`src/rtl/alu_sequencer.sv`:
```
// Command sequencer that drives an external 5-bit combinational ALU. It holds the
// accumulator and flags, and builds a 5-step shift-add multiply out of ALU adds.
module alu_sequencer #(
    parameter int WIDTH = 5
) (
    input  logic             clk,
    input  logic             rst,
    input  logic             cmd_valid,
    output logic             cmd_ready,
    input  logic [3:0]       cmd_code,
    input  logic [WIDTH-1:0] cmd_data,
    output logic [WIDTH-1:0] alu_a,
    output logic [WIDTH-1:0] alu_b,
    output logic [2:0]       alu_op,
    input  logic [WIDTH-1:0] alu_result,
    input  logic             alu_carry,
    input  logic             alu_zero,
    output logic [WIDTH-1:0] acc,
    output logic             carry_flag,
    output logic             zero_flag,
    output logic             rsp_valid,
    output logic             rsp_err
);

    typedef enum logic [1:0] {S_IDLE, S_EXEC, S_MUL, S_DONE} state_t;

    localparam logic [3:0] C_LOAD  = 4'b1000;
    localparam logic [3:0] C_MUL   = 4'b1001;
    localparam logic [3:0] C_CLEAR = 4'b1010;

    state_t           r_state;
    state_t           w_next;
    logic [3:0]       r_code;
    logic [WIDTH-1:0] r_data;
    logic [WIDTH-1:0] r_acc;
    logic             r_carry;
    logic             r_zero;
    logic             r_err;
    logic [WIDTH-1:0] r_p;
    logic [WIDTH-1:0] r_mc;
    logic [WIDTH-1:0] r_m;
    logic             r_ovf;
    logic [2:0]       r_step;
    logic             w_accept;
    logic             w_last;
    logic             w_ovf_next;

    // Bits shifted out of the multiplicand still matter if any multiplier bits remain.
    function automatic logic mul_lost_bit(input logic [WIDTH-1:0] mc, input logic [WIDTH-1:0] m);
        return mc[WIDTH-1] && ((m >> 1) != '0);
    endfunction

    assign w_accept   = cmd_valid && cmd_ready;
    assign w_last     = (r_step == 3'd4);
    assign w_ovf_next = r_ovf || alu_carry || mul_lost_bit(r_mc, r_m);

    always_ff @(posedge clk or posedge rst) begin
        if (rst) r_state <= S_IDLE;
        else     r_state <= w_next;
    end

    always_comb begin
        w_next = r_state;
        case (r_state)
            S_IDLE:  if (w_accept) w_next = (cmd_code == C_MUL) ? S_MUL : S_EXEC;
            S_EXEC:  w_next = S_DONE;
            S_MUL:   if (w_last) w_next = S_DONE;
            S_DONE:  w_next = S_IDLE;
            default: w_next = S_IDLE;
        endcase
    end

    always_comb begin
        cmd_ready = (r_state == S_IDLE);
        rsp_valid = (r_state == S_DONE);
        rsp_err   = (r_state == S_DONE) && r_err;
        alu_a     = '0;
        alu_b     = '0;
        alu_op    = 3'b000;
        if (r_state == S_EXEC && !r_code[3]) begin
            alu_a  = r_acc;
            alu_b  = r_data;
            alu_op = r_code[2:0];
        end else if (r_state == S_MUL) begin
            alu_a  = r_p;
            alu_b  = r_m[0] ? r_mc : '0;
            alu_op = 3'b000;
        end
    end

    always_ff @(posedge clk or posedge rst) begin
        if (rst) begin
            r_acc   <= '0;
            r_carry <= 1'b0;
            r_zero  <= 1'b1;
            r_err   <= 1'b0;
            r_ovf   <= 1'b0;
            r_step  <= 3'd0;
        end else begin
            case (r_state)
                S_IDLE: begin
                    r_step <= 3'd0;
                    r_ovf  <= 1'b0;
                end
                S_EXEC: begin
                    r_err <= r_code[3] && (r_code[2:0] > 3'd2);
                    if (!r_code[3]) begin
                        r_acc   <= alu_result;
                        r_carry <= alu_carry;
                        r_zero  <= alu_zero;
                    end else if (r_code == C_LOAD) begin
                        r_acc   <= r_data;
                        r_carry <= 1'b0;
                        r_zero  <= (r_data == '0);
                    end else if (r_code == C_CLEAR) begin
                        r_acc   <= '0;
                        r_carry <= 1'b0;
                        r_zero  <= 1'b1;
                    end
                end
                S_MUL: begin
                    r_step <= r_step + 3'd1;
                    r_ovf  <= w_ovf_next;
                    if (w_last) begin
                        r_acc   <= alu_result;
                        r_carry <= w_ovf_next;
                        r_zero  <= (alu_result == '0);
                        r_err   <= 1'b0;
                    end
                end
                default: ;
            endcase
        end
    end

    // Operand and multiply working registers need no reset: they are loaded on every accept.
    always_ff @(posedge clk) begin
        if (w_accept) begin
            r_code <= cmd_code;
            r_data <= cmd_data;
            r_p    <= '0;
            r_mc   <= r_acc;
            r_m    <= cmd_data;
        end else if (r_state == S_MUL) begin
            r_p  <= alu_result;
            r_mc <= r_mc << 1;
            r_m  <= r_m >> 1;
        end
    end

    assign acc        = r_acc;
    assign carry_flag = r_carry;
    assign zero_flag  = r_zero;

endmodule

```
`config.mk`:
```
export PLATFORM = sky130hd
export DESIGN_NAME = alu_sequencer
export DESIGN_NICKNAME = d
export VERILOG_FILES = /design/src/rtl/alu_sequencer.sv
export SDC_FILE = /design/constraint.sdc
export NUM_CORES = 1
export LEC_CHECK = 0
export BUFFER_PORTS_ARGS = -buffer_cell sky130_fd_sc_hd__buf_2
export CAP_MARGIN = 40
export CORE_ASPECT_RATIO = 0.9
export CORE_MARGIN = 1.5
export CORE_UTILIZATION = 43
export CTS_CLUSTER_SIZE = 40
export DETAILED_ROUTE_END_ITERATION = 8
export PLACE_DENSITY = 0.65
export SLEW_MARGIN = 20
export SYNTH_ARGS = -nofsm -noshare
export SYNTH_HDL_FRONTEND = slang
export SYNTH_SLANG_ARGS = --single-unit
```
`constraint.sdc`:
```
create_clock -name clk -period 2.6 [get_ports clk]
set_clock_uncertainty 0.2 [all_clocks]
set_input_delay 0.13 -clock clk [delete_from_list [all_inputs] [get_ports clk]]
set_output_delay 0.13 -clock clk [all_outputs]
set_load 0.05 [all_outputs]
```
==> reports/qor.csv <==
metric,value,unit
design_area,0.00235,mm²
start_util,44.9,%
crit_type,reg2out,
period_minus_slack,2.32,ns
worstSkewPairLatency,0.29,ns
irDropWorstVdd,0.723,mV
antenna_found_initial,0,
yosysWarnings,0,
fin_util,57.4,%
stdcell_count,289,
period_share,89.4,%
synth_top_flop_cell,edfxtp_1,
vias,1490,
reg2reg_from,r_state[0],
min_path_type,in2async,
power_switching,1.50,mW
postCtsSetupRepairBufs,0,
globalRouteOverflowTotal,0,
synth.area.top_cells,"edfxtp_1 31%, dfrtp_1 18%, nand2_1 8.2%, dfxtp_1 5.4%, ha_1 4.1%",
synth_seq_cells,38,
start_kind,flip-flop,
groute.usage.overall,19.2,%
pwr-share-clk,12.5,%
path_max_fanout,9,
grt_max_degree,16,
dieHeight,65.1,µm
p_leak,1.08,nW
syn_nets,203,
swShare,48.2,%
cts_buffer_depth,2,
grt_pass1_vias,1403,
post_drt_wl_per_cell,14.5,µm
postSynthAreaPerCell,10.3,µm²
total_power,3.12,mW
maxSlewViolCount,0,
cp_cell_sequence,inv_1 > ha_1 > nand2_1 > nor2_1 > a22o_2 > buf_2,
ios,42,
outcome,"complete, no violations",
r2r-end,r_mc[4],
r2r_slack,0.42,ns
grt_first_pass_wirelength,6700,µm
p_per_area,1320,mW/mm²
yosys.area.top_type,edfxtp_1,
numPortBuffers,41,
clk_pin_slew,0.07,ns
num-fill-cells,351,
ant_nets,0,
final_layout_size_suffix_gt1_share,24.5,%
tightestPinTransition,0.557,ns
whs,0.229,ns
synth_cell_types,39,
synthArstFlopShare,36.8,%
numCtsBuffers,5,
required,2.27,ns
maxCapViolCount,0,
die_area,0.00468,mm²
endpoint_kind,output pin,
power_frac_seq,35.8,%
ys_seq_area_share,55.5,%
synth_area,0.00184,mm²
drt-pass1-iter-count,4,
root_buffer,clkbuf_8,
synth.top_cell.area_share,31.0,%
setup_tns,0,ns
cts_tree,yes,
relSlewSlack,62.8,%
hold_viol_final,0,
numPlacedInstances,263,
arrival,1.99,ns
slowest_delay,0.41,ns
drcViolationCount,0,
synth_edf_count,19,
area_growth,27.9,%
synthCells,178,
final-setup-viol-count,0,
rr_worst_depth,4,
placedInstanceArea,0.00209,mm²
seq_area,0.00102,mm²
fp.dieW,72.0,µm
pre_cts_ws,0.462,ns
gp_congestion,0.839,
hpwl,3040,µm
antennaDiodeCount,0,
wirelength,4180,µm
max_freq,430,MHz
vias_per_cell,5.16,
drt_iter0_markers,76,
numClockSinks,38,
core-area,0.00410,mm²
intPower,1.62,mW
rows,22,
fin_nets,265,
multi_input_area,742,µm²
timing.final.ws_setup,0.277,ns
critPathSlowestCell,dfrtp_1,
htreeDepth,2,
grt_setup_unrepaired,false,
combPwrFrac,51.7,%
-- cell families after synthesis --
kind of cell,synth area share (%)
xor+xnor,0.476
mux,3.94
buf+inv,4.15
fa+ha+maj,4.08
flops,55.5
compound gates,14.3
simple gates,17.5
-- power groups by stage --
stage          Clock (mW)  Sequential [mW]  Combinational, mW
2_1_floorplan           0             1.27               1.10
3_3_place_gp            0             1.13               1.58
3_5_place_dp            0             1.13               1.58
4_1_cts             0.396             1.12               1.62
5_1_grt             0.424             1.14               1.75
6_report            0.389             1.12               1.61
-- Yosys cell counts, drive strengths merged (5+ instances only) --
library cell	number
a22o	6
a22oi	5
dfrtp	13
nand2	40
dfxtp	5
a21oi	7
inv	9
o21ai	9
ha	6
mux2i	5
nor2	16
buf	6
edfxtp	19
-- layout make-up --
class                      count  share of cell area [%]
sequential                    38                    43.4
multi-input combinational    123                    31.5
timing repair buffer          63                    17.6
clock buffer                   6                    3.08
tap                           48                    2.55
inverter                       9                    1.43
clock inverter                 2                   0.372
-- worst max-delay path, delay by kind of cell, from the launching register on --
| family | cells | cell delay, ns |
|---|---|---|
| DFF | 1 | 0.41 |
| adders and majority gates | 1 | 0.35 |
| buffers and inverters | 2 | 0.35 |
| and+or+nand+nor | 2 | 0.39 |
| AOI/OAI and AO/OA | 1 | 0.20 |
-- worst max path at each step --
stage | from | end | slack, ns | depth (start not counted)
3_3_place_gp | r_state[0] | r_m[1] | 0.57 | 4
3_5_place_dp | r_state[0] | r_m[1] | 0.46 | 4
5_1_grt | r_state[1] | alu_a[4] | 0.12 | 7
4_1_cts | r_state[1] | alu_a[2] | 0.29 | 7
2_1_floorplan | r_state[0] | alu_a[0] | 0.06 | 6
6_report | r_state[0] | alu_b[0] | 0.28 | 6
-- flip-flops by register name, indices dropped and copies added (netlist names) --
register    flops
r_state         2
acc             5
zero_flag       1
r_err           1
r_p             5
carry_flag      1
r_ovf           1
r_mc            5
r_data          5
r_code          4
r_m             5
r_step          3
-- repair_timing --
action | CTS | global route
gates resized for setup | 0 | 0
endpoints found under the hold margin | 36 | 0
hold buffers | 18 | 0
-- cells in the final DEF (no fill, tap or decap), types with 2 or more instances in the layout --
| cell | count |
|---|---|
| nand2b_1 | 3 |
| o21ai_0 | 8 |
| a22o_1 | 5 |
| edfxtp_1 | 19 |
| a21oi_1 | 7 |
| dlygate4sd3_1 | 18 |
| a22oi_1 | 5 |
| o31ai_1 | 2 |
| nor2_1 | 16 |
| mux2_2 | 2 |
| buf_4 | 4 |
| mux2i_1 | 5 |
| dfrtp_1 | 13 |
| and3_1 | 2 |
| inv_1 | 9 |
| buf_2 | 41 |
| ha_1 | 6 |
| clkbuf_8 | 5 |
| and2_1 | 4 |
| nand2_1 | 40 |
| dfxtp_1 | 5 |
-- metal layers --
metal	global-route usage, %	part of all wire (%)	up-vias
li1	-	-	744
met4	8.49	0.67	0
met3	3.73	4.4	4
met5	0	0	-
met1	26.5	50	700
met2	29.5	45	42
Note: power is estimated with default switching activity, not from simulation.
